[config.mk]
export PLATFORM = sky130hd
export DESIGN_NAME = mac_lanes
export DESIGN_NICKNAME = d
export VERILOG_FILES = /design/src/rtl/mac_pkg.sv /design/src/rtl/mac_lane_sum.sv /design/src/rtl/mac_lanes.sv
export SDC_FILE = /design/constraint.sdc
export NUM_CORES = 1
export LEC_CHECK = 0
export BUFFER_PORTS_ARGS = -buffer_cell sky130_fd_sc_hd__buf_2
export CORE_ASPECT_RATIO = 0.5
export CORE_UTILIZATION = 55
export CTS_BUF_LIST = sky130_fd_sc_hd__clkbuf_8
export DETAILED_ROUTE_END_ITERATION = 10
export PLACE_DENSITY = 0.9
export RECOVER_POWER = 100
export SYNTH_ARGS = -nofsm -noshare
export SYNTH_HDL_FRONTEND = slang
export SYNTH_HIERARCHICAL = 1
export SYNTH_SLANG_ARGS = --single-unit
[constraint.sdc]
create_clock -name clk -period 15.9 [get_ports clk]
set_clock_uncertainty 0.2 [all_clocks]
set_input_delay 3.18 -clock clk [delete_from_list [all_inputs] [get_ports clk]]
set_output_delay 3.18 -clock clk [all_outputs]
set_load 0.01 [all_outputs]
[src/rtl/mac_pkg.sv]
// Shared types and helpers for the lane-parallel MAC: FSM states, accumulator sizing
// and output saturation.
package mac_pkg;

  typedef enum logic [1:0] {IDLE, RUN, DONE} state_t;

  typedef struct packed {
    logic signed [63:0] value;
    logic               flag;
  } sat_t;

  function automatic int acc_width(input int w, input int n);
    return 2 * w + $clog2(n) + 1;
  endfunction

  // Clamp a sign-extended accumulator into an out_w-bit signed range.
  function automatic sat_t saturate(input logic signed [63:0] acc, input int out_w);
    logic signed [63:0] hi;
    logic signed [63:0] lo;
    sat_t r;
    hi = (64'sd1 <<< (out_w - 1)) - 64'sd1;
    lo = -(64'sd1 <<< (out_w - 1));
    r.value = acc;
    r.flag  = 1'b0;
    if (acc > hi) begin
      r.value = hi;
      r.flag  = 1'b1;
    end else if (acc < lo) begin
      r.value = lo;
      r.flag  = 1'b1;
    end
    return r;
  endfunction

endpackage

[src/rtl/mac_lane_sum.sv]
// Combinational sum of LANES signed WIDTH x WIDTH products, one beat of the MAC.
import mac_pkg::*;

module mac_lane_sum #(
  parameter int WIDTH = 8,
  parameter int LANES = 2,
  parameter int SUM_W = 2 * WIDTH + $clog2(LANES) + 1
) (
  input  logic [LANES*WIDTH-1:0] x,
  input  logic [LANES*WIDTH-1:0] w,
  output logic signed [SUM_W-1:0] sum
);

  logic signed [WIDTH-1:0]   xa;
  logic signed [WIDTH-1:0]   wa;
  logic signed [2*WIDTH-1:0] prod;

  // Products are formed at full 2*WIDTH before widening, so no lane can overflow.
  always_comb begin
    sum  = '0;
    xa   = '0;
    wa   = '0;
    prod = '0;
    for (int k = 0; k < LANES; k++) begin
      xa   = x[k*WIDTH +: WIDTH];
      wa   = w[k*WIDTH +: WIDTH];
      prod = xa * wa;
      sum  = sum + SUM_W'(prod);
    end
  end

endmodule

[src/rtl/mac_lanes.sv]
// Handshaked N-element signed MAC, LANES products per cycle, saturating to OUT_W bits.
// Define MAC_LANES_RELU_EN to clip negative results to zero after saturation.
import mac_pkg::*;

module mac_lanes #(
  parameter int N     = 8,
  parameter int WIDTH = 8,
  parameter int LANES = 2,
  parameter int OUT_W = 16
) (
  input  logic               clk,
  input  logic               rst,
  input  logic               in_valid,
  output logic               in_ready,
  input  logic [N*WIDTH-1:0] x,
  input  logic [N*WIDTH-1:0] w,
  input  logic [WIDTH-1:0]   b,
  output logic               out_valid,
  input  logic               out_ready,
  output logic [OUT_W-1:0]   y,
  output logic               sat
);

  localparam int ACC_W  = acc_width(WIDTH, N);
  localparam int BEATS  = N / LANES;
  localparam int BEAT_W = (BEATS > 1) ? $clog2(BEATS) : 1;
  localparam int SUM_W  = 2 * WIDTH + $clog2(LANES) + 1;

  state_t                   state;
  logic [N*WIDTH-1:0]       x_r;
  logic [N*WIDTH-1:0]       w_r;
  logic signed [ACC_W-1:0]  acc;
  logic signed [ACC_W-1:0]  acc_next;
  logic [BEAT_W-1:0]        beat;
  logic signed [SUM_W-1:0]  lane_sum;
  logic [OUT_W:0]           result;

  // Returns {flag, value}; the optional ReLU stage sits after saturation.
  function automatic logic [OUT_W:0] clamp_out(input logic signed [ACC_W-1:0] a);
    sat_t c;
    c = saturate(64'(a), OUT_W);
`ifdef MAC_LANES_RELU_EN
    if (c.value[63]) begin
      return '0;
    end
`endif
    return {c.flag, c.value[OUT_W-1:0]};
  endfunction

  mac_lane_sum #(
    .WIDTH(WIDTH),
    .LANES(LANES),
    .SUM_W(SUM_W)
  ) u_lane_sum (
    .x  (x_r[beat*LANES*WIDTH +: LANES*WIDTH]),
    .w  (w_r[beat*LANES*WIDTH +: LANES*WIDTH]),
    .sum(lane_sum)
  );

  always_comb begin
    acc_next = acc + ACC_W'(lane_sum);
    result   = clamp_out(acc_next);
  end

  always_ff @(posedge clk) begin
    if (rst) begin
      state     <= IDLE;
      in_ready  <= 1'b1;
      out_valid <= 1'b0;
      y         <= '0;
      sat       <= 1'b0;
      beat      <= '0;
      acc       <= '0;
    end else begin
      case (state)
        IDLE: begin
          if (in_valid && in_ready) begin
            x_r      <= x;
            w_r      <= w;
            acc      <= ACC_W'(signed'(b));
            beat     <= '0;
            in_ready <= 1'b0;
            state    <= RUN;
          end
        end
        RUN: begin
          acc  <= acc_next;
          beat <= beat + 1'b1;
          if (beat == BEAT_W'(BEATS - 1)) begin
            y         <= result[OUT_W-1:0];
            sat       <= result[OUT_W];
            out_valid <= 1'b1;
            state     <= DONE;
          end
        end
        DONE: begin
          // in_ready only returns a cycle after handoff, so no accept overlaps it.
          if (out_ready) begin
            out_valid <= 1'b0;
            in_ready  <= 1'b1;
            state     <= IDLE;
          end
        end
        default: state <= IDLE;
      endcase
    end
  end

endmodule

==> results.md <==
* Die ar. at 24410 um^2
* Failing checks: design-rule violations, max-capacitance violations, max-slew violations
* WP data required at 15.95 ns
* Hold path depth at 2
* Post-Syn Area at 13060 um^2
* Initial Util at 0.5671
* CP peak stage delay at 1.96 ns
* Total clock sinks at 171
* Maxcap violations at 4
* Overflow after GRT at 0
* Worst r2r path cells at 26
* DRC violations left at 6
* Vias in the first global route at 9745
* Layout cells sized above 1 at 0.1747
* P&R area growth vs syn at 10.06%
* First-pass GRT wire length at 49200 um
* Final #Nets at 1626
* Vias post-DR at 9050
* Final hold violations at 0
* DP HPWL at 23680 um
* CTS max path bufs at 2
* Yosys reg bits at 171
* Post-CTS setup buffers at 0
* Final wirelength at 30500 um
* RD Place Congestion at 0.8953
* Worst-margin pin slew at 4.577 ns
* Worst slew margin at -2.051
* Vias/cell at 5.695
* Post-synth top flop: edfxtp_1
* Top cell by count, worst path: fa_1
* Hold path start: acc[12]
* R2r endpoint: y[13]
* Fin. max-slew vios at 227
* Fin crit share at 0.7323
* Num ports at 159
* Crit-path slowest cell: clkbuf_1
* TNS Setup at 0 ns
* Final hold slack at 0.3010 ns
* Net Count, Synth at 1473
* Tmin final at 11.64 ns
* Detail Route Antenna Nets at 0
* Post-synth EDFFs at 128
* Worst skew pair latency at 0.47 ns
* Mean Syn Cell Area at 11.70 um^2
* Gr usage total at 0.2622
* Core ar. at 23030 um^2
* Synth Instances at 1116
* Status: finished with violations
* Total number of yosys warnings at 6
* # resized after CTS at 0
* Tightest Hold Check Type: register to register
* Reg clk slew, reported paths at 0.09 ns
* Initial drt markers at 725
* Sequential fraction of the synthesis area at 0.3602
* Highest clock rate at 85.88 MHz
* Crit. End Element: register
* R2R Path Start: beat[0]
* CTS Hold Bufs at 0
* CTS Buf Count at 17
* Row count at 39
* Setup crit start: beat[0]
* Async SR Flop Fraction at 0
* Crit-path max FO at 35
* Die Y at 111.0 um
* Reg2reg setup slack at 4.26 ns
* Startpoint Class: register
* Kind of critical path: register to register
* Largest net degree at the start of global routing at 93
* Diode count at 0
* CP top delay family: adder cells
* Worst path bufs/invs at 5
* Hold endpoint: acc[12]
* PortBufs at 158
* Post-synth cell types at 78
* Max H-tree Level at 4
* Drt first pass iters at 8
* Endpoints failing setup at 0
* Initial antenna violation count at 0
* Fill count at 1709
* WL per Instance at 19.19 um
* Root buffer cell: clkbuf_8
* Die span in x at 219.9 um
* Worst EP arrival at 11.69 ns
* RSZ-0062 raised after global routing: no
* CTS tree: built
[how the worst max path moves through the flow]
stage	endpoint	slack, ns	cells after the start
floorplan	w_r[0]	4.70	2
global placement	y[13]	6.62	24
detailed placement	y[1]	6.22	24
CTS	y[13]	6.19	24
global route	y[6]	3.14	26
finish	y[13]	4.26	26
[tightest hold or removal path, cell delays in order (launching register included)]
cell and delay [ns]:
dfxtp_1 0.32, nor2_1 0.10, nor3_1 0.04
[cells in the mapped netlist (7+ instances only)]
cell	n	share of area
a21oi_1	34	0.013
xnor2_1	24	0.016
a21o_1	11	0.0063
nand3_1	8	0.0031
xor2_1	12	0.0080
nand2_1	83	0.024
dfxtp_1	43	0.066
fa_1	144	0.22
o32ai_2	11	0.014
mux4_2	32	0.055
nor2_1	81	0.023
edfxtp_1	128	0.29
clkbuf_1	20	0.0057
and2_1	71	0.034
ha_1	73	0.070
nor3_1	20	0.0077
buf_1	7	0.0020
nand2b_1	10	0.0048
inv_1	194	0.056
a211oi_1	7	0.0040
[cell usage in the layout, fill, tap and decap left out, types with 8 or more instances in the layout]
master	n
and2_1	69
clkbuf_1	30
mux4_2	32
inv_1	194
nand2b_1	10
o32ai_1	14
fa_1	144
edfxtp_1	128
nor2_1	81
a21o_1	11
a21oi_1	36
xnor2_1	24
ha_1	73
buf_2	131
dfxtp_1	43
nand3_1	8
clkbuf_8	17
nand2_1	83
nor3_1	20
xor2_1	12
[cells by family after synthesis]
logic type	share of synthesized area
multiplexers	0.05604
buffers and inverters	0.06639
XOR/XNOR	0.02414
AND/OR/NAND/NOR	0.1137
AO/OA/AOI/OAI	0.08890
flip-flops	0.3602
adder cells (fa/ha/maj)	0.2906
[stage by stage]
step | area (um^2) | std cells | util | worst slack [ns]
after floorplan | 13070 | 1116 | - | 4.699
after detailed placement | 14160 | 1557 | 0.6149 | 6.220
after global routing | 14380 | 1589 | 0.6241 | 3.136
after CTS | 14540 | 1589 | 0.6315 | 6.186
after global placement | 14160 | 1557 | 0.6149 | 6.623
final | 14380 | 1589 | 0.6241 | 4.256
[layout make-up]
type	count	area [um^2]	area share
clock buffer	17	234.0	0.01628
inverter	195	732.0	0.05092
clock inverter	15	147.6	0.01027
sequential	171	4705	0.3273
timing repair buffer	164	790.8	0.05501
tap	307	384.1	0.02672
multi-input combinational	720	7382	0.5135
[per-layer routing]
metal,wire length [um],vias to the layer above,GRT usage,part of all wire
li1,-,4039,-,-
met1,12600,4475,0.3459,0.41
met2,14800,466,0.4356,0.49
met3,2314,70,0.04829,0.076
met4,787,0,0.09287,0.026
met5,0,-,0,0
[flip-flops by register name, summed over array words and instances, names as in the netlist]
register	flops
acc	20
in_ready	1
w_r	64
x_r	64
beat	2
y	16
out_valid	1
state	2
sat	1
Power is left out: the tool's default activity adds up to more than one toggle a clock period on the data nets, which glitch-free logic cannot reach.
